<file path="src/rtl/apb_master_pkg.sv">
// Shared types for the APB requester: FSM state encoding and strobe-width helper.
// Bus monitors import this package to decode the master's state.
package apb_master_pkg;

  typedef enum logic [1:0] {
    ST_IDLE   = 2'd0,
    ST_SETUP  = 2'd1,
    ST_ACCESS = 2'd2,
    ST_RESP   = 2'd3
  } apb_state_e;

  function automatic int unsigned strb_width(input int unsigned data_width);
    return data_width / 8;
  endfunction

endpackage

</file>
<file path="src/rtl/apb_timeout_counter.sv">
// ACCESS-phase watchdog for apb_master; only built with APB_MASTER_TIMEOUT_EN.
// expired_o fires on the wait cycle that brings the count up to MAX_COUNT.
`ifdef APB_MASTER_TIMEOUT_EN
module apb_timeout_counter #(
  parameter int unsigned MAX_COUNT = 1023
) (
  input  logic clk,
  input  logic reset,
  input  logic clear_i,
  input  logic enable_i,
  output logic expired_o
);

  localparam int unsigned CNT_W = $clog2(MAX_COUNT + 1);
  localparam logic [CNT_W-1:0] CNT_MAX  = CNT_W'(MAX_COUNT);
  localparam logic [CNT_W-1:0] CNT_LAST = CNT_W'(MAX_COUNT - 1);

  logic [CNT_W-1:0] cnt_q, cnt_d;

  always_comb begin
    cnt_d = cnt_q;
    if (clear_i) begin
      cnt_d = '0;
    end else if (enable_i && (cnt_q != CNT_MAX)) begin
      cnt_d = cnt_q + CNT_W'(1);
    end
  end

  always_ff @(posedge clk) begin
    if (reset) begin
      cnt_q <= '0;
    end else begin
      cnt_q <= cnt_d;
    end
  end

  assign expired_o = enable_i && (cnt_q == CNT_LAST);

endmodule
`endif

</file>
<file path="src/rtl/apb_master.sv">
// Single-outstanding APB requester: valid/ready request in, SETUP/ACCESS on the bus, held response out.
// APB_MASTER_TIMEOUT_EN adds a TIMEOUT_CYCLES watchdog on the ACCESS phase.
//
//   state  | meaning
//   IDLE   | req_ready=1, waiting for a request
//   SETUP  | psel=1, penable=0, one cycle
//   ACCESS | psel=1, penable=1, waiting for pready
//   RESP   | resp_valid=1, holding data/err until resp_ready
module apb_master
  import apb_master_pkg::*;
#(
  parameter int unsigned ADDR_WIDTH = 32,
  parameter int unsigned DATA_WIDTH = 32
`ifdef APB_MASTER_TIMEOUT_EN
  ,
  parameter int unsigned TIMEOUT_CYCLES = 1023
`endif
) (
  input  logic                                pclk,
  input  logic                                reset,
  input  logic                                req_valid,
  output logic                                req_ready,
  input  logic [ADDR_WIDTH-1:0]               req_addr,
  input  logic [DATA_WIDTH-1:0]               req_wdata,
  input  logic [strb_width(DATA_WIDTH)-1:0]   req_wstrb,
  input  logic                                req_write,
  output logic                                resp_valid,
  input  logic                                resp_ready,
  output logic [DATA_WIDTH-1:0]               resp_rdata,
  output logic                                resp_err,
  output logic [ADDR_WIDTH-1:0]               paddr,
  output logic [DATA_WIDTH-1:0]               pdata,
  input  logic [DATA_WIDTH-1:0]               prdata,
  output logic                                psel,
  output logic                                penable,
  output logic                                pwrite,
  output logic [strb_width(DATA_WIDTH)-1:0]   pstb,
  input  logic                                pready,
  input  logic                                perr
);

  localparam int unsigned STRB_WIDTH = strb_width(DATA_WIDTH);

  apb_state_e            state_q, state_d;
  logic [ADDR_WIDTH-1:0] paddr_q, paddr_d;
  logic [DATA_WIDTH-1:0] pdata_q, pdata_d;
  logic [STRB_WIDTH-1:0] pstb_q, pstb_d;
  logic                  pwrite_q, pwrite_d;
  logic [DATA_WIDTH-1:0] rdata_q, rdata_d;
  logic                  err_q, err_d;
  logic                  timeout;

`ifdef APB_MASTER_TIMEOUT_EN
  apb_timeout_counter #(
    .MAX_COUNT (TIMEOUT_CYCLES)
  ) u_timeout (
    .clk       (pclk),
    .reset     (reset),
    .clear_i   (state_q == ST_SETUP),
    .enable_i  ((state_q == ST_ACCESS) && !pready),
    .expired_o (timeout)
  );
`else
  assign timeout = 1'b0;
`endif

  always_comb begin
    state_d  = state_q;
    paddr_d  = paddr_q;
    pdata_d  = pdata_q;
    pstb_d   = pstb_q;
    pwrite_d = pwrite_q;
    rdata_d  = rdata_q;
    err_d    = err_q;
    case (state_q)
      ST_IDLE: begin
        if (req_valid) begin
          paddr_d  = req_addr;
          pwrite_d = req_write;
          pdata_d  = req_write ? req_wdata : '0;
          pstb_d   = req_write ? req_wstrb : '0;
          state_d  = ST_SETUP;
        end
      end
      ST_SETUP: begin
        state_d = ST_ACCESS;
      end
      ST_ACCESS: begin
        // A completing responder wins over a watchdog expiring in the same cycle.
        if (pready) begin
          rdata_d = pwrite_q ? '0 : prdata;
          err_d   = perr;
          state_d = ST_RESP;
        end else if (timeout) begin
          rdata_d = '0;
          err_d   = 1'b1;
          state_d = ST_RESP;
        end
      end
      ST_RESP: begin
        if (resp_ready) begin
          state_d = ST_IDLE;
        end
      end
      default: begin
        state_d = ST_IDLE;
      end
    endcase
  end

  always_ff @(posedge pclk) begin
    if (reset) begin
      state_q  <= ST_IDLE;
      paddr_q  <= '0;
      pdata_q  <= '0;
      pstb_q   <= '0;
      pwrite_q <= 1'b0;
      rdata_q  <= '0;
      err_q    <= 1'b0;
    end else begin
      state_q  <= state_d;
      paddr_q  <= paddr_d;
      pdata_q  <= pdata_d;
      pstb_q   <= pstb_d;
      pwrite_q <= pwrite_d;
      rdata_q  <= rdata_d;
      err_q    <= err_d;
    end
  end

  assign req_ready  = (state_q == ST_IDLE);
  assign psel       = (state_q == ST_SETUP) || (state_q == ST_ACCESS);
  assign penable    = (state_q == ST_ACCESS);
  assign resp_valid = (state_q == ST_RESP);
  assign resp_rdata = rdata_q;
  assign resp_err   = err_q;
  assign paddr      = paddr_q;
  assign pdata      = pdata_q;
  assign pstb       = pstb_q;
  assign pwrite     = pwrite_q;

endmodule
</file>
<file path="config.mk">
export PLATFORM = sky130hd
export DESIGN_NAME = apb_master
export DESIGN_NICKNAME = d
export VERILOG_FILES = /design/src/rtl/apb_master_pkg.sv /design/src/rtl/apb_timeout_counter.sv /design/src/rtl/apb_master.sv
export SDC_FILE = /design/constraint.sdc
export NUM_CORES = 1
export LEC_CHECK = 0
export BUFFER_PORTS_ARGS = -buffer_cell sky130_fd_sc_hd__clkbuf_2
export CORE_MARGIN = 1
export CORE_UTILIZATION = 40
export DETAILED_ROUTE_END_ITERATION = 10
export HOLD_SLACK_MARGIN = 0.1
export MAX_ROUTING_LAYER = met4
export PLACE_DENSITY = 0.73
export SLEW_MARGIN = 20
export SYNTH_ARGS = -nofsm -noshare
export SYNTH_HDL_FRONTEND = slang
export SYNTH_HIERARCHICAL = 1
export SYNTH_SLANG_ARGS = --single-unit
</file>
<file path="constraint.sdc">
create_clock -name pclk -period 1.5 [get_ports pclk]
set_input_delay 0.225 -clock pclk [delete_from_list [all_inputs] [get_ports pclk]]
set_output_delay 0.225 -clock pclk [all_outputs]
set_load 0.03 [all_outputs]
</file>
==> results.cfg <==
[placed_design]
place_ws_ns = 0.103
gp_congestion = 0.771
portBuffers = 212
place_area_um2 = 5110
place_hpwl_um = 7580

[critical_path]
rr_startpoint = state_q[1]$_SDFFE_PP0P_
r2r_cells = 5
worstSetupStartpointType = flop
cp.required_ns = 1.27
r2r_end = state_q[1]$_SDFFE_PP0P_
cp_data_arrival_time_ns = 1.24
path_max_fanout = 5
crit_path_start = state_q[0]$_SDFFE_PP0P_
cp-end-kind = output pin
worstSetupPathType = reg2out
reg2reg_slack_ns = 0.13

[cells_and_area]
multi_input_area_um2 = 1620
n_antenna_cell = 0
drive_gt1_share_pct = 35.1
syn_to_final_growth_pct = 52.2
regArea_um2 = 2080
fillers = 791
nets = 827
fin_util_pct = 63.7
fin_area_um2 = 5940

[die]
chipHeight_um = 101
die-area_um2 = 10200
start_util_pct = 41.9
coreArea_um2 = 9330
chipWidth_um = 101
io_pins = 213
row_count = 35

[timing]
worst_slew_pin_slew_ns = 0.311
max_freq_ghz = 0.682
max_slew_margin_pct = 79.3
period_share_pct = 97.8
worst_slack_ns = 0.0333
finClkSkew_ns = 0.0185
rsz0062_at_grt = true
finalMaxSlewViolations = 0
setup_viol = 0
fin_crit_ns = 1.47
hold_violations = 0
holdWs_ns = 0.117

[logic_synthesis]
yosys.area.top_type = dfxtp_1
avgSynthCellArea_um2 = 8.29
syn_nets = 581
yosysSeqAreaShare_pct = 53.3
synth_top_area_share_pct = 53.3
ys_seq_elements = 104
ys_types = 18
synth_area_leaders = dfxtp_1 53%, nand2_1 13%, a21oi_1 13%, nand4b_1 7.2%, nand3_1 4.7%
syn_area_um2 = 3900
syn_inst = 471
yosysWarnings = 6

[worst_hold_path]
hp-start = req_wdata[14]
min_to = pdata[14]$_SDFFE_PP0P_
hold_class = in2reg
hold_depth = 3

[clocking]
cts.sinks = 104
numCtsBuffers = 9
h-tree-depth = 3
clockBufferDepth = 2
cts.clk_slew.worst_paths_ns = 0.12
cts-root-buf = clkbuf_8
clk_latency_ns = 0.36
cts_tree = done

[status]
status = finished, final reports clean

[detailed_routing]
postRouteAntennaNets = 0
first_pass_iters = 5
vias = 4270
drt_wl_total_um = 12400
drcViolationCount = 0
viasPerCell = 5.02
wl_per_cell_um = 14.5
drtIter0Drc = 149

[run]
maxCapViolations = 0

[global_routing]
grt_pass1_vias = 4031
grt_overflow = 0
antenna_found_initial = 0
grt_max_degree = 56
grt_pass1_wl_um = 18500
grt.total_usage_pct = 23.6

[pwr]
power_density_nw_per_um2 = 1390
p_leak_nw = 2.60
power_w = 0.00825
ir_drop_mv = 0.729
worst max path at each step:
stage | to | slack (ns) | cells after the start
4_1_cts | penable | -0.02 | 4
2_1_floorplan | state_q[1]$_SDFFE_PP0P_ | 0.02 | 6
6_report | penable | 0.03 | 4
3_3_place_gp | state_q[1]$_SDFFE_PP0P_ | 0.18 | 5
3_5_place_dp | pdata[28]$_SDFFE_PP0P_ | 0.10 | 6
5_1_grt | penable | -0.02 | 4
state kept, by name (all words and copies together) (netlist names):
register and cells:
paddr 32, pdata 32, pstb 4, pwrite 1, resp_err 1, resp_rdata 32
state_q 2
layer usage:
metal	vias to the layer above	global-route usage, %	routed length (um)
li1	2083	-	-
met1	1954	26.5	4950
met2	206	39.7	6130
met3	27	7.00	981
met4	0	8.92	295
met5	-	-	0
cell usage after synthesis:
library cell    n
nand2_1       138
dfxtp_1       104
a21oi_1       102
nand3_1        37
nand4b_1       32
buf_2          19
clkbuf_1       13
buf_1           6
buf_4           4
ha_1            3
inv_1           3
nor2b_1         3
buf_6           2
and2_1          1
o311a_1         1
o311ai_0        1
o31ai_1         1
o41ai_1         1
cell families (layout without fill, tap and decap cells):
kind of cell / count (synthesis) / in the layout / synth area share (%)
compound gates: 106 / 106 / 14.0
simple gates: 211 / 211 / 25.8
buf+inv: 47 / 297 / 5.90
flops: 104 / 104 / 53.3
fa+ha+maj: 3 / 3 / 0.962
where the power goes:
part	total [W]	internal, W	switching (W)
registers	0.00336	0.00315	0.000209
clock network	0.00179	0.000791	0.000996
logic	0.00310	0.00114	0.00196
final cells by class:
type | count | share of cell area, %
flip-flops and latches | 104 | 35.1
repair buffers | 279 | 31.4
multi-input cells | 320 | 27.3
well taps | 129 | 2.72
clock buffers | 9 | 2.08
clock inverters | 6 | 1.26
inverters | 3 | 0.190
layout by cell type, fill, tap and decap left out:
cell	netlist	layout
a21oi_1	102	102
ha_4	0	2
o41ai_1	1	1
clkbuf_4	0	1
nand2_1	138	137
buf_6	2	1
o311a_1	1	1
bufinv_16	0	1
dlygate4sd3_1	0	48
nand4b_1	32	32
inv_6	0	2
ha_1	3	1
nand3_1	37	37
inv_1	3	2
bufbuf_16	0	1
clkbuf_16	0	2
buf_4	4	9
inv_2	0	1
dfxtp_1	104	102
nor2b_1	3	3
o31ai_1	1	1
clkinvlp_4	0	1
buf_12	0	8
o311ai_0	1	1
clkbuf_2	0	208
clkbuf_8	0	10
nand2_2	0	1
and2_4	0	1
dfxtp_2	0	2
inv_8	0	1
clkinv_4	0	1
worst max-delay path: stages, from the launching register on:
cell and delay [ns]:
dfxtp_2 0.34, inv_2 0.11, ha_4 0.19, buf_12 0.12, clkbuf_16 0.14
through the flow:
step	setup TNS, ns	instances
2_1_floorplan	0	471
3_3_place_gp	0	780
3_5_place_dp	0	780
4_1_cts	-0.0356	842
5_1_grt	-0.0174	850
6_report	0	850
repair_timing:
action | 4_1_cts | 5_1_grt
endpoints found under the setup margin | 2 | 5
hold buffers | 45 | 3
buffers inserted | 1 | 4
cloned | 1 | 1
endpoints found under the hold margin | 45 | 3
gates resized for setup | 9 | 5
(Power assumes the default switching activity.)
